===== src/rtl/alu_exec_sequencer_if.sv =====
// Instruction channel between the issuing agent and alu_exec_sequencer.
interface alu_exec_sequencer_if;
  logic       instr_valid;
  logic [8:0] instr;
  logic       instr_ready;

  modport master (output instr_valid, output instr, input instr_ready);
  modport slave  (input instr_valid, input instr, output instr_ready);
endinterface


===== src/rtl/alu_exec_sequencer.sv =====
// Four-phase (IDLE/READ/EXEC/WB) controller feeding a combinational 8-bit ALU from a 4x8 register file.
// Optional `zero` result flag is enabled by defining ALU_SEQ_ZERO_FLAG_EN.
module alu_exec_sequencer (
  input  logic                 clk,
  input  logic                 reset,
  alu_exec_sequencer_if.slave  ibus,
  input  logic                 ld_en,
  input  logic [1:0]           ld_addr,
  input  logic [7:0]           ld_data,
  input  logic [1:0]           dbg_addr,
  output logic [7:0]           dbg_data,
  output logic [7:0]           decoded_opcode,
  output logic [7:0]           data1,
  output logic [7:0]           data2,
  input  logic [7:0]           alu_out,
  input  logic                 alu_flag,
  output logic [7:0]           result,
  output logic                 flag,
  output logic                 done
`ifdef ALU_SEQ_ZERO_FLAG_EN
  ,
  output logic                 zero
`endif
);

  typedef enum logic [1:0] {IDLE, READ, EXEC, WB} state_t;

  state_t     state;
  logic [7:0] regs [4];
  logic [2:0] op;
  logic [1:0] dst;
  logic [1:0] src1;
  logic [1:0] src2;
  logic       accept;

  assign ibus.instr_ready = (state == IDLE) && !reset;
  assign accept           = ibus.instr_valid && ibus.instr_ready;
  assign dbg_data         = regs[dbg_addr];

  always_ff @(posedge clk) begin
    if (reset) begin
      state          <= IDLE;
      regs           <= '{default: '0};
      op             <= '0;
      dst            <= '0;
      src1           <= '0;
      src2           <= '0;
      decoded_opcode <= '0;
      data1          <= '0;
      data2          <= '0;
      result         <= '0;
      flag           <= 1'b0;
      done           <= 1'b0;
`ifdef ALU_SEQ_ZERO_FLAG_EN
      zero           <= 1'b0;
`endif
    end else begin
      done <= 1'b0;
      case (state)
        IDLE: begin
          // A load on the accept edge lands before READ samples the operands.
          if (ld_en) regs[ld_addr] <= ld_data;
          if (accept) begin
            op    <= ibus.instr[8:6];
            dst   <= ibus.instr[5:4];
            src1  <= ibus.instr[3:2];
            src2  <= ibus.instr[1:0];
            state <= READ;
          end
        end
        READ: begin
          data1          <= regs[src1];
          data2          <= regs[src2];
          decoded_opcode <= 8'b1 << op;
          state          <= EXEC;
        end
        EXEC: begin
          result         <= alu_out;
          flag           <= alu_flag;
`ifdef ALU_SEQ_ZERO_FLAG_EN
          zero           <= (alu_out == 8'h00);
`endif
          decoded_opcode <= '0;
          done           <= 1'b1;
          state          <= WB;
        end
        WB: begin
          regs[dst] <= result;
          state     <= IDLE;
        end
        default: state <= IDLE;
      endcase
    end
  end

endmodule


===== src/flat_wrapper.sv =====
// flat-port wrapper written by rule: the top's interface ports become plain ports
module alu_exec_sequencer_flat 
  (clk, reset, ld_en, ld_addr, ld_data, dbg_addr, dbg_data, decoded_opcode, data1, data2, alu_out, alu_flag, result, flag, done, ibus_instr_valid, ibus_instr, ibus_instr_ready);
  alu_exec_sequencer_if ibus_i ();
  input  logic clk;
  input  logic reset;
  input  logic ld_en;
  input  logic [1:0] ld_addr;
  input  logic [7:0] ld_data;
  input  logic [1:0] dbg_addr;
  output logic [7:0] dbg_data;
  output logic [7:0] decoded_opcode;
  output logic [7:0] data1;
  output logic [7:0] data2;
  input  logic [7:0] alu_out;
  input  logic alu_flag;
  output logic [7:0] result;
  output logic flag;
  output logic done;
  input wire logic [$bits(ibus_i.instr_valid)-1:0] ibus_instr_valid;
  input wire logic [$bits(ibus_i.instr)-1:0] ibus_instr;
  output wire logic [$bits(ibus_i.instr_ready)-1:0] ibus_instr_ready;
  assign ibus_i.instr_valid = ibus_instr_valid;
  assign ibus_i.instr = ibus_instr;
  assign ibus_instr_ready = ibus_i.instr_ready;
  alu_exec_sequencer u_core (.clk(clk), .reset(reset), .ibus(ibus_i), .ld_en(ld_en), .ld_addr(ld_addr), .ld_data(ld_data), .dbg_addr(dbg_addr), .dbg_data(dbg_data), .decoded_opcode(decoded_opcode), .data1(data1), .data2(data2), .alu_out(alu_out), .alu_flag(alu_flag), .result(result), .flag(flag), .done(done));
endmodule

===== config.mk =====
export PLATFORM = sky130hd
export DESIGN_NAME = alu_exec_sequencer_flat
export DESIGN_NICKNAME = d
export VERILOG_FILES = /design/src/rtl/alu_exec_sequencer_if.sv /design/src/rtl/alu_exec_sequencer.sv /design/src/flat_wrapper.sv
export SDC_FILE = /design/constraint.sdc
export NUM_CORES = 1
export LEC_CHECK = 0
export ABC_AREA = 1
export CAP_MARGIN = 25
export CORE_UTILIZATION = 51
export DETAILED_ROUTE_END_ITERATION = 8
export MAX_ROUTING_LAYER = met4
export PLACE_DENSITY_LB_ADDON = 0.3
export SYNTH_ARGS = -nofsm -noshare
export SYNTH_HDL_FRONTEND = slang
export SYNTH_SLANG_ARGS = --single-unit

===== constraint.sdc =====
create_clock -name clk -period 3.1 [get_ports clk]
set_input_delay 0.31 -clock clk [delete_from_list [all_inputs] [get_ports clk]]
set_output_delay 0.31 -clock clk [all_outputs]
set_load 0.03 [all_outputs]

==> run summary <==
Global-route wire length before repair -> 20.3 mm
CORE AREA -> 7850 sq um
Mapped Nets -> 716
Initial core utilization -> 53.3%
Worst ir drop on vdd -> 0.495 mV
Sequential area share after synthesis -> 36.8%
DRT iter0 DRCs -> 337
DRT antenna net count -> 0
Data arrival, critical path -> 2470 ps
Die X-Extent -> 92.6 um
Clock latency on the worst-skew pair -> 360 ps
CTS tree -> yes
Avg Cell Area, Syn -> 6.17 sq um
Area Overhead vs Synth -> 23.2%
IO Port Bufs -> 76
R2r worst-path depth -> 8
Vias -> 4,512
Max cap viols -> 0
Final hold viol count -> 0
Vias in the first global route -> 4,133
Most frequent cells in the layout -> nand2_1, nor2_1, dfxtp_1
Row count -> 32
Syn. warnings -> 0
Tmin final -> 2780 ps
Post-CTS resize count -> 0
Critical Path RT -> 2790 ps
Placer Congestion -> 0.972
Final setup viols -> 0
Nets -> 773
Worst hold path depth -> 2
Post-DP HPWL -> 9.09 mm
Final Skew -> 12.7 ps
H-tree levels -> 3
Final period utilization -> 89.7%
PD cells -> 769 nW/um^2
Total negative slack -> 0 ps
Post-Syn Instances -> 678
Run status -> completed
HP Start -> u_core.decoded_opcode[5]$_SDFFE_PP0P_
DRC viols -> 0
First drt pass iteration count -> 5
Die ar. -> 8570 sq um
# fillers -> 729
Most common cell after layout, fill and taps aside -> nand2_1
Slew Limit Fails -> 0
Number of synthesized register bits -> 77
Worst hold path class -> reg2reg
Kind of end point of the critical path -> primary output
GR Util All Layers -> 31.4%
Hold_buf cts -> 0
Postcts setup bufs -> 0
Worst-margin pin slew -> 1020 ps
Routed Wire Length -> 12.2 mm
CTS Buf Count -> 9
Vias per inst -> 5.36
Yosys cell types -> 19
WHS Endpoint -> u_core.decoded_opcode[5]$_SDFFE_PP0P_
CP startpoint kind -> input port
R2r endpoint -> u_core.regs[26]$_SDFFE_PP0P_
Worst R2R Start -> u_core.state[1]$_SDFFE_PP0P_
I/O pin count -> 77
RSZ-0062 raised after global routing -> false
Antenna violations before repair -> 0
GRT overflow -> 0
CTS sink cnt -> 77
Fmax achieved -> 0.359 GHz
Leakage -> 0.00233 uW
Post-DR wirelength/cell -> 14.5 um
Die Ht -> 92.6 um
Critical setup path kind -> in2out
Clock-pin slew of the registers on the worst-case setup and hold paths -> 90 ps
Largest net degree at the start of global routing -> 52
Ant. Diodes -> 0
Max Fanout on Critical Path -> 24
Worst hold slack -> 469 ps
Max-slew headroom -> 32.0%
Layout cells sized above 1 -> 3.51%
Reg2Reg Setup Slack -> 1160 ps
Max clock buf depth -> 2
Clk root buf -> clkbuf_8
Synthesized area -> 4190 sq um
[how the worst max path moves through the flow]
stage / startpoint / end / slack [ps] / cells past startpoint
after floorplan: dbg_addr[0] / dbg_data[0] / 1410 / 6
after global placement: dbg_addr[0] / dbg_data[0] / 480 / 6
after detailed placement: dbg_addr[0] / dbg_data[3] / 330 / 6
after CTS: dbg_addr[0] / dbg_data[3] / 330 / 6
after global routing: dbg_addr[0] / dbg_data[3] / 130 / 6
final: dbg_addr[0] / dbg_data[3] / 320 / 6
[kinds of logic (layout without fill, tap and decap cells)]
logic type,count (synthesis),after routing,share of synthesized area [%]
compound gates,128,128,17.2
fa+ha+maj,4,4,1.20
buf+inv,112,174,11.2
flops,77,77,36.8
simple gates,357,357,33.5
[registers in the layout (all words and copies together), names as in the netlist]
| signal | flops |
|---|---|
| u_core.data1 | 8 |
| u_core.data2 | 8 |
| u_core.decoded_opcode | 8 |
| u_core.done | 1 |
| u_core.dst | 2 |
| u_core.flag | 1 |
| u_core.op | 3 |
| u_core.regs | 32 |
| u_core.result | 8 |
| u_core.src1 | 2 |
| u_core.src2 | 2 |
| u_core.state | 2 |
[where the power goes]
group / internal, uW / switching, uW
clock: 466 / 412
combinational: 608 / 1020
sequential: 1230 / 237
total: 2300 / 1670
[per-stage QoR]
stage | power (uW) | util (%) | setup slack (ps) | cell area, sq um | instances
final | 3970 | 65.7 | 318 | 5160 | 842
after CTS | 3980 | 65.7 | 329 | 5160 | 842
after floorplan | 2520 | - | 1410 | 4190 | 678
after detailed placement | 3100 | 62.8 | 335 | 4930 | 826
after global routing | 4230 | 65.7 | 128 | 5160 | 842
after global placement | 3070 | 62.8 | 480 | 4930 | 826
[area by class of cell]
class                   count  area [sq um]  share of cell area, %
clock inverters             7           105                   2.04
inverters                  78           293                   5.68
flip-flops and latches     77          1540                   29.9
well taps                 102           128                   2.47
multi-input cells         489          2180                   42.2
clock buffers               9           124                   2.40
repair buffers             80           791                   15.3
[worst max-delay path, cell delays in order]
cell	delay [ps]
clkdlybuf4s50_1	630
inv_1	330
o21ai_0	280
a21oi_1	70
a21oi_1	160
clkdlybuf4s50_1	690
[metal layers]
layer / track usage (%) / vias up / part of all wire (%)
met2: 48.6 / 183 / 45
met3: 4.84 / 32 / 6.7
met5: - / - / 0
li1: - / 2247 / -
met1: 40.6 / 2050 / 45
met4: 13.9 / 0 / 3.1
[synthesized netlist by cell type (all sizes together)]
master / instances / area share, %
ha: 4 / 1.2
o211ai: 32 / 5.7
clkinv: 4 / 0.36
clkbuf: 16 / 1.4
nor2: 128 / 11
nor3: 1 / 0.12
nand3: 28 / 3.9
o21ai: 57 / 6.8
dfxtp: 77 / 37
a21oi: 38 / 4.5
a31oi: 1 / 0.15
nand2: 200 / 18
buf: 18 / 2.8
inv: 74 / 6.6
Power figures use the tool's default switching activity.
